### config.mk
export PLATFORM = sky130hd
export DESIGN_NAME = activate
export DESIGN_NICKNAME = d
export VERILOG_FILES = /design/src/rtl/activate_pkg.sv /design/src/rtl/activate_lane.sv /design/src/rtl/activate.sv
export SDC_FILE = /design/constraint.sdc
export NUM_CORES = 1
export LEC_CHECK = 0
export ABC_AREA = 1
export BUFFER_PORTS_ARGS = -buffer_cell sky130_fd_sc_hd__buf_4
export CAP_MARGIN = 20
export CELL_PAD_IN_SITES_DETAIL_PLACEMENT = 1
export CELL_PAD_IN_SITES_GLOBAL_PLACEMENT = 2
export CORE_UTILIZATION = 23
export CTS_CLUSTER_SIZE = 14
export DETAILED_ROUTE_END_ITERATION = 10
export PLACE_DENSITY_LB_ADDON = 0.3
export SLEW_MARGIN = 20
export SYNTH_ARGS = -nofsm -noshare
export SYNTH_HDL_FRONTEND = slang
export SYNTH_SLANG_ARGS = --single-unit
### constraint.sdc
create_clock -name iCLK -period 1.5 [get_ports iCLK]
set_input_delay 0 -clock iCLK [delete_from_list [all_inputs] [get_ports iCLK]]
set_output_delay 0 -clock iCLK [all_outputs]
set_load 0.02 [all_outputs]
### src/rtl/activate_pkg.sv
// Shared constants and width helpers for the activate stage and its lane slice.
package activate_pkg;

  localparam logic [23:0] BURST_YES = "yes";
  localparam logic [23:0] BURST_NO  = "no";

  // Accumulator lane width; $clog2(1) = 0, so a single-input producer keeps WF.
  function automatic int acc_width(input int np, input int wf);
    return $clog2(np) + wf;
  endfunction

  function automatic int lane_max(input int wf);
    return (1 << (wf - 1)) - 1;
  endfunction

endpackage

### src/rtl/activate_lane.sv
// One saturating-ReLU lane: signed accumulator in, clamped state and derivative bit out.
module activate_lane
  import activate_pkg::*;
#(
  parameter int WA = 6,
  parameter int WF = 4
) (
  input  logic [WA-1:0] acc_i,
  output logic [WF-1:0] state_o,
  output logic          deriv_o
);

  localparam logic signed [WA-1:0] ZERO_A = '0;
  localparam logic signed [WA-1:0] MAX_A  = WA'(lane_max(WF));
  localparam logic        [WF-1:0] MAX_S  = WF'(lane_max(WF));

  logic signed [WA-1:0] acc_s;
  assign acc_s = $signed(acc_i);

  always_comb begin
    state_o = '0;
    deriv_o = 1'b0;
    if (acc_s <= ZERO_A) begin
      state_o = '0;
      deriv_o = 1'b0;
    end else if (acc_s > MAX_A) begin
      // Saturated lanes report zero slope to the backward path.
      state_o = MAX_S;
      deriv_o = 1'b0;
    end else begin
      state_o = acc_s[WF-1:0];
      deriv_o = 1'b1;
    end
  end

endmodule

### src/rtl/activate.sv
// ReLU activation stage: forks each accepted accumulation vector into independently
// buffered state and derivative channels, one entry each.
module activate
  import activate_pkg::*;
#(
  parameter int          NP    = 4,
  parameter int          NC    = 4,
  parameter int          WF    = 4,
  parameter logic [23:0] BURST = BURST_YES,
  localparam int         WA    = acc_width(NP, WF)
) (
  input  logic             iCLK,
  input  logic             iRST,
  input  logic             iValid_AM_Accum,
  output logic             oReady_AM_Accum,
  input  logic [NC*WA-1:0] iData_AM_Accum,
  output logic             oValid_BM_State,
  input  logic             iReady_BM_State,
  output logic [NC*WF-1:0] oData_BM_State,
  output logic             oValid_BM_Deriv,
  input  logic             iReady_BM_Deriv,
  output logic [NC-1:0]    oData_BM_Deriv
);

  logic [NC*WF-1:0] lane_state;
  logic [NC-1:0]    lane_deriv;

  for (genvar k = 0; k < NC; k++) begin : g_lane
    activate_lane #(
      .WA(WA),
      .WF(WF)
    ) u_lane (
      .acc_i  (iData_AM_Accum[k*WA +: WA]),
      .state_o(lane_state[k*WF +: WF]),
      .deriv_o(lane_deriv[k])
    );
  end

  logic [NC*WF-1:0] state_q, state_d;
  logic [NC-1:0]    deriv_q, deriv_d;
  logic             fs_q, fs_d;
  logic             fd_q, fd_d;
  logic             s_free, d_free, fire;

  assign s_free = !fs_q || iReady_BM_State;
  assign d_free = !fd_q || iReady_BM_Deriv;
  assign fire   = iValid_AM_Accum && oReady_AM_Accum;

  if (BURST == BURST_YES) begin : g_burst
    assign oReady_AM_Accum = s_free && d_free && !iRST;
  end else begin : g_paced
    logic ready_q, ready_d;

    // Re-arm only after a cycle with no fire in which both channels were free,
    // so the flags are guaranteed clear whenever ready is presented.
    always_comb begin
      ready_d = 1'b0;
      if (!fire) ready_d = s_free && d_free;
    end

    always_ff @(posedge iCLK) begin
      if (iRST) ready_q <= 1'b0;
      else      ready_q <= ready_d;
    end

    assign oReady_AM_Accum = ready_q && !iRST;
  end

  always_comb begin
    // NOTE: every _d takes its held value first, so no path leaves one unassigned (no latches).
    state_d = state_q;
    deriv_d = deriv_q;
    fs_d    = fs_q;
    fd_d    = fd_q;
    if (fire) begin
      state_d = lane_state;
      deriv_d = lane_deriv;
      fs_d    = 1'b1;
      fd_d    = 1'b1;
    end else begin
      if (fs_q && iReady_BM_State) fs_d = 1'b0;
      if (fd_q && iReady_BM_Deriv) fd_d = 1'b0;
    end
  end

  always_ff @(posedge iCLK) begin
    // NOTE: non-blocking updates keep every flop sampling pre-edge values.
    if (iRST) begin
      state_q <= '0;
      deriv_q <= '0;
      fs_q    <= 1'b0;
      fd_q    <= 1'b0;
    end else begin
      state_q <= state_d;
      deriv_q <= deriv_d;
      fs_q    <= fs_d;
      fd_q    <= fd_d;
    end
  end

  assign oValid_BM_State = fs_q;
  assign oValid_BM_Deriv = fd_q;
  assign oData_BM_State  = state_q;
  assign oData_BM_Deriv  = deriv_q;

endmodule
==> results summary <==
The multi-input gate area in the final layout is about 450 um^2. The async set-or-reset flop fraction in the synthesized netlist came out at 0%. The hold buffer count at CTS came out at 0.

The path type of the worst setup path is register to register. The number of max-slew violations in the final report came out at 0. The initial standard-cell utilization of the core came out at around 25%. For this run, the top clock speed supported by timing is 847.5 MHz.

By area the synthesized netlist is led by dfxtp_1 (44%), nand2_1 (15%), nor2_1 (9.3%). The power per unit of standard cell area is around 950 nW/um^2. The tightest min-delay check is of the primary input to register type. For this run, the leading register cell type out of synthesis is dfxtp_1. The kind of cell with the highest combined delay along the critical path is simple AND/OR/NAND/NOR gates. Sorting the synthesized cells by how often they occur yields nand2_1 (41), nor2_1 (25), dfxtp_1 (22). The register cell area after layout is roughly 440 um^2. The number of placement rows is 23. Once routing completed, OpenROAD measured the worst setup slack at 0.3201 ns.

The most frequent cell after synthesis is nand2_1. The critical path goes through nand2_1, nand3_2, nor2_2, buf_4, nand3_1, a21oi_1. The final cell count without fillers is roughly 250. The top-level I/O count is 52. The share of cells above drive strength 1 came out at 32.84%. The number of port buffers is between 50 and 60.

Measured along the y axis, the die boundary spans 68.22 um. On the critical path, the stage with the largest delay is an instance of dfxtp_1. The total of fill cells in the finished design came out at 541. The synthesized instance count is 149. The data required time at the worst endpoint came out at 1.69 ns. For the worst setup path, the data arrival time is between 1 and 1.5 ns. The HPWL after detailed placement came out at 2238 um. Measured against its own limit, the worst slew margin works out to 83.18%.

Per report_power, the combinational group accounts for between 10% and 20% of the total. The global router's overall resource usage came out at between 10 and 15%. The worst setup path is captured at a register.

The critical register-to-register path endpoint is oData_BM_State[1]$_SDFFE_PP0P_. For this run, the number of Yosys warnings is 0. The root buffer cell chosen for the clock tree is clkbuf_8. The number of enable flip-flop cells after synthesis came out at 0. The count of nets left with antenna violations once routing finished came out at 0. The core area came out at 4115 um^2.

The mapped netlist covers a little over 1000 um^2. The post-CTS resize count is 0. The number of CTS-inserted buffers is 3. The number of hold violations in the final report was 0. Counting both buffers and inverters, the worst setup path holds a total of 1. The share of power burned in registers is ~44%. The capture point of the worst path is oData_BM_State[1]$_SDFFE_PP0P_. The synthesized netlist contains 16 unique library cells. In this run the number of H-tree levels came out at 1. The initial detailed-routing violation count came out at 13.

The fraction of power consumed by the clock network is a little under two fifths. The critical path crosses 6 cells after its start point. The maximum clock insertion buffer count is 2. The startpoint identified for the worst register-to-register timing path is oValid_BM_State$_SDFFE_PP0P_. Using the TritonRoute via totals, the vias-per-cell ratio works out to ~4.4. The final estimated routing congestion in global placement is about 0.70. The final-layout setup total negative slack came out at 0 ns. The beginning of the worst hold path is iRST. The worst slack at placement came out at around 0.30 ns. The average wire per cell in the routed design is around 11 um. The clock skew after layout came out at roughly 0.0033 ns.

The routed design could run at a clock period as short as ~1.2 ns. The net count of the mapped netlist is ~180. The layout overhead on the synthesized area is 49.01%. The total of flip-flops plus latches after synthesis is 22. The final-report setup violation count is 0.

At the later pin of the worst-skew pair, clock insertion delay measures 0.26 ns. The number of global-route vias before repair is 1,055. The pin count of the biggest net entering global routing came out at 22. The initial antenna violation count is 0. Counting cells, the worst reg-to-reg path comes to 6. At the end of the flow, the number of nets in the layout was 231. The aggregate routed wire length came out at approximately 2800 um. The share of the synthesized area in the top cell type is 43.67%. The area of the die came out at between 4000 and 5000 um^2. Setup repair after global routing left no endpoint under its margin.

The post-placement cell count came out at between 200 and 250. The internal power of the cells totals approximately 1100 uW. The count of maximum capacitance violations came out at 0. The remaining routing DRC violations came out at 0.

The critical path starts at oValid_BM_State$_SDFFE_PP0P_. Clock tree synthesis found a total of 22 sinks. Global routing finished with a remaining overflow of 0. The first-pass detailed-route iteration total came out at 4. The via count came out at about 1,100. The switching share of power came out at around a quarter. After layout, the worst path uses 78.66% of the clock period. The leakage power summed over all cells came out at around 0.00076 uW.

The run finished with clean final reports. The worst stage delay on the critical path came out at between 0.3 and 0.4 ns. TritonCTS built the clock tree. A synthesized cell averages just under 7 um^2. Buffers added to address setup during post-CTS repair amount to 0. The largest fanout on the critical path is 21. The horizontal extent of the die is about 68 um. The number of inserted diodes is 0. The biggest area contributor in the post-synthesis netlist is dfxtp_1. The worst hold path stage count came out at 2. The sequential fraction of the synthesis area is 43.67%. The transition at the pin with the smallest max-transition slack came out at between 0.2 and 0.3 ns. The clock-pin slew on the worst setup and hold paths is around 0.080 ns. The wire length of the first global-routing pass came out at ~4500 um. The slack of the worst reg-to-reg path is around 0.32 ns.

The critical path launch point type is a register. The total net switching power came out at roughly 350 uW. VDD sags by at most roughly 0.00034 V.
-- cells by family (layout without fill, tap and decap cells) --
group           Yosys count  count (layout)  share of synthesized area [%]
simple gates             74              74                          30.03
compound gates           26              26                          14.76
flops                    22              22                          43.67
buf+inv                  27              79                          11.54
-- power by group through the flow --
stage	Sequential (uW)	Combinational (uW)	Clock, uW
final	623	263	547
after global routing	627	293	599
after CTS	624	270	570
after detailed placement	637	269	0
after global placement	636	260	0
after floorplan	664	111	0
-- worst register-to-register path, stage by stage, from the launching register on --
cell and delay, ns:
dfxtp_1 0.32, nand2_1 0.10, nand3_2 0.11, nor2_2 0.10
buf_4 0.24, nand3_1 0.10, a21oi_1 0.15
-- metrics by stage --
| stage | area (um^2) | power [uW] | utilization, % | hold slack [ns] |
|---|---|---|---|---|
| 2_1_floorplan | 1008 | 775.7 | - | 0.06907 |
| 3_3_place_gp | 1431 | 895.9 | 34.78 | 0.2967 |
| 3_5_place_dp | 1431 | 906.0 | 34.78 | 0.3091 |
| 4_1_cts | 1503 | 1464 | 36.52 | 0.02591 |
| 5_1_grt | 1503 | 1519 | 36.52 | 0.03589 |
| 6_report | 1503 | 1433 | 36.52 | 0.02623 |
-- area by class of cell --
type	instances	share of cell area [%]
flip-flops and latches	22	29.31
well taps	50	4.163
clock inverters	1	1.998
multi-input cells	100	30.06
inverters	23	5.745
repair buffers	52	25.98
clock buffers	3	2.748
-- flip-flops by register name, indices dropped and copies added (netlist names) --
register / flops
oData_BM_State: 16
oValid_BM_Deriv: 1
oValid_BM_State: 1
oData_BM_Deriv: 4
-- worst min-delay path by stage --
stage                                           to  slack, ns
CTS                 oData_BM_State[5]$_SDFFE_PP0P_       0.03
global route        oData_BM_State[5]$_SDFFE_PP0P_       0.04
floorplan           oData_BM_Deriv[0]$_SDFFE_PP0P_       0.07
detailed placement  oData_BM_State[2]$_SDFFE_PP0P_       0.31
finish              oData_BM_State[5]$_SDFFE_PP0P_       0.03
global placement      oValid_BM_State$_SDFFE_PP0P_       0.30
-- cell usage in the layout, fill, tap and decap left out, drive strengths merged --
cell type   n
clkbuf      3
nand2      42
buf        52
dfxtp      22
nand3b      1
nor2       26
inv        23
bufinv      1
nand3       5
o21ai       3
a21oi      23
-- routing by layer --
metal	GRT usage (%)	up-vias	wire length (um)
li1	-	558	-
met1	13.80	503	1178
met2	24.26	31	1456
met3	1.833	2	144
met4	5.469	0	27
met5	0	-	0
No activity file was read; power rests on OpenSTA's default activity.
